==> config.mk <==
export PLATFORM = sky130hd
export DESIGN_NAME = output_buffer_drain_flat
export DESIGN_NICKNAME = d
export VERILOG_FILES = /design/src/rtl/output_buffer_drain_if.sv /design/src/rtl/output_buffer_drain.sv /design/src/flat_wrapper.sv
export SDC_FILE = /design/constraint.sdc
export NUM_CORES = 1
export LEC_CHECK = 0
export CORE_ASPECT_RATIO = 0.9
export CORE_MARGIN = 2
export CORE_UTILIZATION = 55
export CTS_BUF_LIST = sky130_fd_sc_hd__clkbuf_16
export CTS_CLUSTER_DIAMETER = 120
export DETAILED_ROUTE_END_ITERATION = 7
export HOLD_SLACK_MARGIN = 0.03
export PLACE_DENSITY = 0.73
export SLEW_MARGIN = 10
export SYNTH_ARGS = -nofsm -noshare
export SYNTH_HDL_FRONTEND = slang
export SYNTH_SLANG_ARGS = --single-unit
==> constraint.sdc <==
create_clock -name clk -period 25 [get_ports clk]
set_input_delay 5 -clock clk [delete_from_list [all_inputs] [get_ports clk]]
set_output_delay 5 -clock clk [all_outputs]
set_load 0.02 [all_outputs]
==> src/rtl/output_buffer_drain_if.sv <==
// Handshake bundle between the accumulator/host side and the result buffer.
// master drives accumulator writes and drain control; slave is the buffer.
interface output_buffer_drain_if #(
  parameter int unsigned DATA_W = 32,
  parameter int unsigned ADDR_W = 4
);
  logic [DATA_W-1:0] acc_data;
  logic [ADDR_W-1:0] acc_addr;
  logic              clear;
  logic              drain_start;
  logic              out_ready;
  logic              out_valid;
  logic [DATA_W-1:0] out_data;
  logic [ADDR_W-1:0] out_addr;
  logic              busy;
  logic              full;
  logic              overwrite_err;

  modport master (
    output acc_data, acc_addr, clear, drain_start, out_ready,
    input  out_valid, out_data, out_addr, busy, full, overwrite_err
  );

  modport slave (
    input  acc_data, acc_addr, clear, drain_start, out_ready,
    output out_valid, out_data, out_addr, busy, full, overwrite_err
  );
endinterface

==> src/rtl/output_buffer_drain.sv <==
// Addressed result buffer: captures accumulator writes into entries 1..DEPTH-1
// and drains valid entries in ascending address order over a valid/ready stream.
module output_buffer_drain #(
  parameter int unsigned DATA_W = 32,
  parameter int unsigned ADDR_W = 4
) (
  input  logic                   clk,
  input  logic                   rst,
  output_buffer_drain_if.slave   bus
);

  localparam int unsigned        DEPTH = 2 ** ADDR_W;
  localparam logic [ADDR_W-1:0]  FIRST = ADDR_W'(1);
  localparam logic [ADDR_W-1:0]  LAST  = ADDR_W'(DEPTH - 1);

  typedef enum logic [1:0] {IDLE, SCAN, PRESENT} state_t;

  state_t              state_q, state_d;
  logic [ADDR_W-1:0]   ptr_q, ptr_d;
  logic [DATA_W-1:0]   mem_q [DEPTH];
  logic [DATA_W-1:0]   mem_d [DEPTH];
  logic [DEPTH-1:0]    valid_q, valid_d;
  logic                out_valid_q, out_valid_d;
  logic [DATA_W-1:0]   out_data_q, out_data_d;
  logic [ADDR_W-1:0]   out_addr_q, out_addr_d;
  logic                err_q, err_d;
  logic                wr;
  logic                hs;

  always_comb begin
    state_d     = state_q;
    ptr_d       = ptr_q;
    mem_d       = mem_q;
    valid_d     = valid_q;
    out_valid_d = out_valid_q;
    out_data_d  = out_data_q;
    out_addr_d  = out_addr_q;
    err_d       = err_q;
    wr          = (bus.acc_addr != '0);
    hs          = (state_q == PRESENT) && out_valid_q && bus.out_ready;

    if (bus.clear) begin
      valid_d     = '0;
      err_d       = 1'b0;
      out_valid_d = 1'b0;
      state_d     = IDLE;
      ptr_d       = FIRST;
    end else begin
      unique case (state_q)
        IDLE: begin
          if (bus.drain_start) begin
            ptr_d   = FIRST;
            state_d = SCAN;
          end
        end
        SCAN: begin
          if (valid_q[ptr_q]) begin
            out_data_d  = mem_q[ptr_q];
            out_addr_d  = ptr_q;
            out_valid_d = 1'b1;
            state_d     = PRESENT;
          end else if (ptr_q == LAST) begin
            state_d = IDLE;
          end else begin
            ptr_d = ptr_q + FIRST;
          end
        end
        PRESENT: begin
          if (hs) begin
            out_valid_d    = 1'b0;
            valid_d[ptr_q] = 1'b0;
            if (ptr_q == LAST) begin
              state_d = IDLE;
            end else begin
              ptr_d   = ptr_q + FIRST;
              state_d = SCAN;
            end
          end
        end
        default: state_d = IDLE;
      endcase
    end

    // Write applied last so it overrides both clear and the handshake's
    // valid-bit drop for its own entry; clear still wins for the error flag.
    if (wr) begin
      mem_d[bus.acc_addr]   = bus.acc_data;
      valid_d[bus.acc_addr] = 1'b1;
      if (valid_q[bus.acc_addr] && !(hs && (bus.acc_addr == ptr_q)) && !bus.clear) begin
        err_d = 1'b1;
      end
    end
  end

  always_ff @(posedge clk or posedge rst) begin
    if (rst) begin
      state_q     <= IDLE;
      ptr_q       <= FIRST;
      valid_q     <= '0;
      out_valid_q <= 1'b0;
      out_data_q  <= '0;
      out_addr_q  <= '0;
      err_q       <= 1'b0;
      for (int unsigned i = 0; i < DEPTH; i++) begin
        mem_q[i] <= '0;
      end
    end else begin
      state_q     <= state_d;
      ptr_q       <= ptr_d;
      valid_q     <= valid_d;
      out_valid_q <= out_valid_d;
      out_data_q  <= out_data_d;
      out_addr_q  <= out_addr_d;
      err_q       <= err_d;
      mem_q       <= mem_d;
    end
  end

  assign bus.out_valid     = out_valid_q;
  assign bus.out_data      = out_data_q;
  assign bus.out_addr      = out_addr_q;
  assign bus.busy          = (state_q != IDLE);
  assign bus.full          = &valid_q[DEPTH-1:1];
  assign bus.overwrite_err = err_q;

endmodule

==> src/flat_wrapper.sv <==
// flat-port wrapper written by rule: the top's interface ports become plain ports
module output_buffer_drain_flat 
#(
  parameter int unsigned DATA_W = 32,
  parameter int unsigned ADDR_W = 4
)
  (clk, rst, bus_acc_data, bus_acc_addr, bus_clear, bus_drain_start, bus_out_ready, bus_out_valid, bus_out_data, bus_out_addr, bus_busy, bus_full, bus_overwrite_err);
  output_buffer_drain_if #(.DATA_W(DATA_W), .ADDR_W(ADDR_W)) bus_i ();
  input  logic clk;
  input  logic rst;
  input wire logic [$bits(bus_i.acc_data)-1:0] bus_acc_data;
  input wire logic [$bits(bus_i.acc_addr)-1:0] bus_acc_addr;
  input wire logic [$bits(bus_i.clear)-1:0] bus_clear;
  input wire logic [$bits(bus_i.drain_start)-1:0] bus_drain_start;
  input wire logic [$bits(bus_i.out_ready)-1:0] bus_out_ready;
  output wire logic [$bits(bus_i.out_valid)-1:0] bus_out_valid;
  output wire logic [$bits(bus_i.out_data)-1:0] bus_out_data;
  output wire logic [$bits(bus_i.out_addr)-1:0] bus_out_addr;
  output wire logic [$bits(bus_i.busy)-1:0] bus_busy;
  output wire logic [$bits(bus_i.full)-1:0] bus_full;
  output wire logic [$bits(bus_i.overwrite_err)-1:0] bus_overwrite_err;
  assign bus_i.acc_data = bus_acc_data;
  assign bus_i.acc_addr = bus_acc_addr;
  assign bus_i.clear = bus_clear;
  assign bus_i.drain_start = bus_drain_start;
  assign bus_i.out_ready = bus_out_ready;
  assign bus_out_valid = bus_i.out_valid;
  assign bus_out_data = bus_i.out_data;
  assign bus_out_addr = bus_i.out_addr;
  assign bus_busy = bus_i.busy;
  assign bus_full = bus_i.full;
  assign bus_overwrite_err = bus_i.overwrite_err;
  output_buffer_drain #(.DATA_W(DATA_W), .ADDR_W(ADDR_W)) u_core (.clk(clk), .rst(rst), .bus(bus_i));
endmodule
==> results <==
- The flow ran to the end, and the final reports show no timing, DRC or antenna violations.
- The worst path arrival time is between 8000 and 9000 ps.
- After clock tree synthesis, the clock-pin slew on the worst setup and hold paths is about 60 ps.
- The net count of the finished layout is ~1,600.
- The total wire length after detailed routing is between 50,000 and 60,000 µm.
- The time the worst path needs with I/O delays and setup is 7553 ps.
- STA classifies the critical path startpoint as a primary input.
- Counting distinct cell types in the post-synthesis netlist gives 50.
- The deepest level of the CTS H-tree is 2.
- The library cell occupying the most area in the post-synthesis netlist is sky130_fd_sc_hd__dfrtp_1.
- The share of synthesized registers carrying an async set or reset is 1.000.
- The DRC violation total after the first TritonRoute iteration is between 900 and 1,000.
- The first-pass iteration count of the detailed router is 7.
- In this run the static leakage power is 11.72 nW.
- In the layout the commonest cells are sky130_fd_sc_hd__dfrtp_1 (536), sky130_fd_sc_hd__mux2_1 (495), sky130_fd_sc_hd__mux4_2 (137).
- The final number of max-transition violations is 0.
- The category of the critical setup timing path is in -> async.
- The placement row count is between 70 and 80.
- From synthesis to final layout, the design area changed by 12.07%.
- The detailed-route vias per instance is approximately 6.2.
- The half-perimeter wire length after detailed placement is 29,540 µm.
- The end point of the worst hold path is u_core.mem_q[291].
- The longest clock path from root to sink contains 3 buffers.
- The core area is 0.04412 mm².
- The ratio of cells with drive above 1 in the final layout is 0.1737.
- The worst hold path begins at u_core.mem_q[291].
- Yosys mapped a number of flops with a built-in enable equal to 0.
- The number of cells produced by synthesis is around 1,500.
- The die covers about 0.046 mm².
- The last weighted congestion value of the routability-driven placer is ~0.82.
- The count of antenna diodes in the layout is 0.
- The initial cell density of the core is 0.5565.
- The reg-to-reg endpoint is u_core.bus.out_data[29].
- The sequential-to-total area share from yosys stat is 0.5505.
- Counting instances, the worst hold path has a depth of 1.
- The number of clock buffers inserted by TritonCTS is 55.
- Timing would allow up to approximately 0.13 GHz.
- The post-route antenna net violation count is 0.
- Measured against its own limit, the worst slew margin works out to 0.2877.
- The type of the most critical hold path is reg -> reg.
- Buffers placed on the I/O ports in this run total 80.
- The register-to-register path setup slack is between 20,000 and 25,000 ps.
- The cell area reported after detailed placement is 0.02581 mm².
- The average instance in the mapped netlist occupies between 15 and 20 µm².
- The clock reaches the later pin of the worst-skew pair after 600 ps.
- The combined area of all synthesized cells is around 0.025 mm².
- Dividing the detail-routed wire length by the instance count gives between 20 and 25 µm.
- The transition at the pin with the smallest max-transition slack is between 1000 and 1500 ps.
- The number of setup buffers added after CTS is 0.
- Entering global routing, the biggest net connects between 100 and 150 pins.
- The net count after synthesis is 1,586.
- In this run the vertical extent of the chip is about 200 µm.
- Once the clock tree was built, the resizer swapped 0 gates to a different size.
- The library cell used most frequently in the layout, excluding fill and tap cells, is sky130_fd_sc_hd__dfrtp_1.
- TritonCTS built the clock tree.
- The share of synthesized area in the top cell type comes to 0.5494.
- The final cycle utilization of the critical path is 0.3021.
- After routing the design area is between 0.02 and 0.03 mm².
- The clock root buffer is sky130_fd_sc_hd__clkbuf_16.
- For this run, the share of the core covered by cells in the final layout is 0.6237.
- Between clock sinks in the finished design, the worst skew comes to about 14 ps.
- Ranked by total cell area, the synthesized netlist is headed by sky130_fd_sc_hd__dfrtp_1 (55%), sky130_fd_sc_hd__mux2_1 (23%), sky130_fd_sc_hd__mux4_2 (13%), sky130_fd_sc_hd__clkbuf_1 (1.4%), sky130_fd_sc_hd__mux2i_1 (1.3%).
- The peak supply drop is ~0.00006 V.
- STA classifies the critical path endpoint as an asynchronous set/reset pin.
- The total negative slack is 0 ps.
- In this run the horizontal extent of the chip is 226.7 µm.
- The worst path required time is between 20,000 and 30,000 ps.
- The remaining global-route overflow is 0.
- Yosys printed 0 warnings.
- The count of clock tree sinks is 540.
- The total via count in the routed design is about 14,000.
- The critical register-to-register path startpoint is u_core.ptr_q[0].
- The biggest fanout along the worst timing path is 140.
- The number of top-level pins is 81.
- The number of antenna violations at the first check in global routing is 2.
- Setup repair after global routing left no endpoint under its margin.
- The final-report hold violation count came to 0.
- The power density relative to cell area is about 100 mW/mm².
- The first global-routing pass estimated 87,220 µm of wire.
- The final setup violation count is 0.
- Synthesis inferred 540 register bits.
- The number of hold-repair buffers added at the cts stage is 0.
- The tool flagged a number of max-cap violations equal to 0.
- In the routed design, unresolved DRC markers number 0.
- For this run, the total global-route usage over all layers was measured as 0.2499.
- The most used flip-flop cell after synthesis is sky130_fd_sc_hd__dfrtp_1.
- The number of global-route vias before repair is 14,443.
- The worst reg2reg path depth is 6.
==> cells by family after synthesis <==
group | count (synthesis) | synth area share
mux | 688 | 0.3770
flops | 540 | 0.5505
buf+inv | 145 | 0.02584
compound gates | 82 | 0.02538
simple gates | 70 | 0.01585
fa+ha+maj | 8 | 0.004077
xor+xnor | 4 | 0.001427
==> per-layer routing <==
layer / share of wire / up-vias / wire length [µm] / global-route usage
li1: - / 5855 / - / -
met2: 0.47 / 254 / 25850 / 0.3884
met5: 0.00022 / - / 12 / 0
met4: 0.021 / 2 / 1158 / 0.06767
met1: 0.48 / 7479 / 26270 / 0.3746
met3: 0.035 / 84 / 1946 / 0.03364
==> worst max-delay path, cell delays in order <==
cell and delay, ps:
sky130_fd_sc_hd__clkdlybuf4s50_1 490, sky130_fd_sc_hd__inv_8 650, sky130_fd_sc_hd__buf_4 820, sky130_fd_sc_hd__buf_4 940
==> cell usage after synthesis (2+ instances only) <==
library cell / number
sky130_fd_sc_hd__dfrtp_1: 539
sky130_fd_sc_hd__mux2_1: 495
sky130_fd_sc_hd__mux4_2: 137
sky130_fd_sc_hd__clkbuf_1: 93
sky130_fd_sc_hd__mux2i_1: 33
sky130_fd_sc_hd__o2bb2ai_1: 33
sky130_fd_sc_hd__buf_2: 30
sky130_fd_sc_hd__mux2_2: 21
sky130_fd_sc_hd__nand2_1: 15
sky130_fd_sc_hd__nand2b_1: 11
sky130_fd_sc_hd__o211ai_1: 11
sky130_fd_sc_hd__nor2_1: 10
sky130_fd_sc_hd__o21ai_1: 10
sky130_fd_sc_hd__a21oi_1: 9
sky130_fd_sc_hd__ha_1: 8
sky130_fd_sc_hd__buf_6: 7
sky130_fd_sc_hd__inv_1: 7
sky130_fd_sc_hd__nand4_1: 7
sky130_fd_sc_hd__buf_1: 6
sky130_fd_sc_hd__nand3_1: 6
sky130_fd_sc_hd__nor3_1: 5
sky130_fd_sc_hd__and3_1: 4
sky130_fd_sc_hd__nand4b_1: 4
sky130_fd_sc_hd__xor2_1: 4
sky130_fd_sc_hd__nor2b_1: 3
sky130_fd_sc_hd__a211oi_1: 2
sky130_fd_sc_hd__inv_2: 2
sky130_fd_sc_hd__nor4_1: 2
sky130_fd_sc_hd__o311ai_0: 2
==> where the power goes <==
part | total [mW] | leakage [nW] | internal, mW | switching [mW]
Combinational | 0.787 | 4.29 | 0.438 | 0.349
Clock | 0.784 | 0.873 | 0.449 | 0.334
Sequential | 1.20 | 6.56 | 1.07 | 0.128
==> worst max path at each step <==
stage | start | to | slack [ps] | cells past startpoint
floorplan | rst | u_core.bus.out_addr[0] | 4910 | 1
global placement | rst | u_core.mem_q[277] | 16790 | 4
detailed placement | rst | u_core.mem_q[213] | 16720 | 4
CTS | rst | u_core.mem_q[405] | 17360 | 4
global route | rst | u_core.mem_q[373] | 16960 | 4
finish | rst | u_core.mem_q[54] | 17450 | 4
==> flip-flops by register name (all words and copies together) (netlist names) <==
name	cells
u_core.bus.out_addr	4
u_core.state_q	2
u_core.ptr_q	4
u_core.valid_q	16
u_core.bus.out_data	32
u_core.bus.overwrite_err	1
u_core.mem_q	480
u_core.bus.out_valid	1
==> metrics by stage <==
| step | hold WS (ps) | setup slack [ps] | power (mW) | cells |
|---|---|---|---|---|
| floorplan | 452.4 | 4908 | 1.776 | 1537 |
| global placement | 462.3 | 16790 | 1.984 | 2111 |
| detailed placement | 468.6 | 16720 | 2.012 | 2111 |
| CTS | 481.7 | 17360 | 2.800 | 2212 |
| global route | 489.1 | 16960 | 2.912 | 2212 |
| finish | 480.0 | 17450 | 2.770 | 2212 |
==> final cells by class <==
| cell class | count | area [µm²] |
|---|---|---|
| clock buffer | 57 | 1426 |
| clock inverter | 44 | 281.5 |
| fill | 3258 | 16600 |
| inverter | 9 | 41.29 |
| multi-input combinational | 852 | 10460 |
| sequential | 540 | 13530 |
| tap | 600 | 750.7 |
| timing repair buffer | 110 | 1026 |
(Power assumes the default switching activity.)
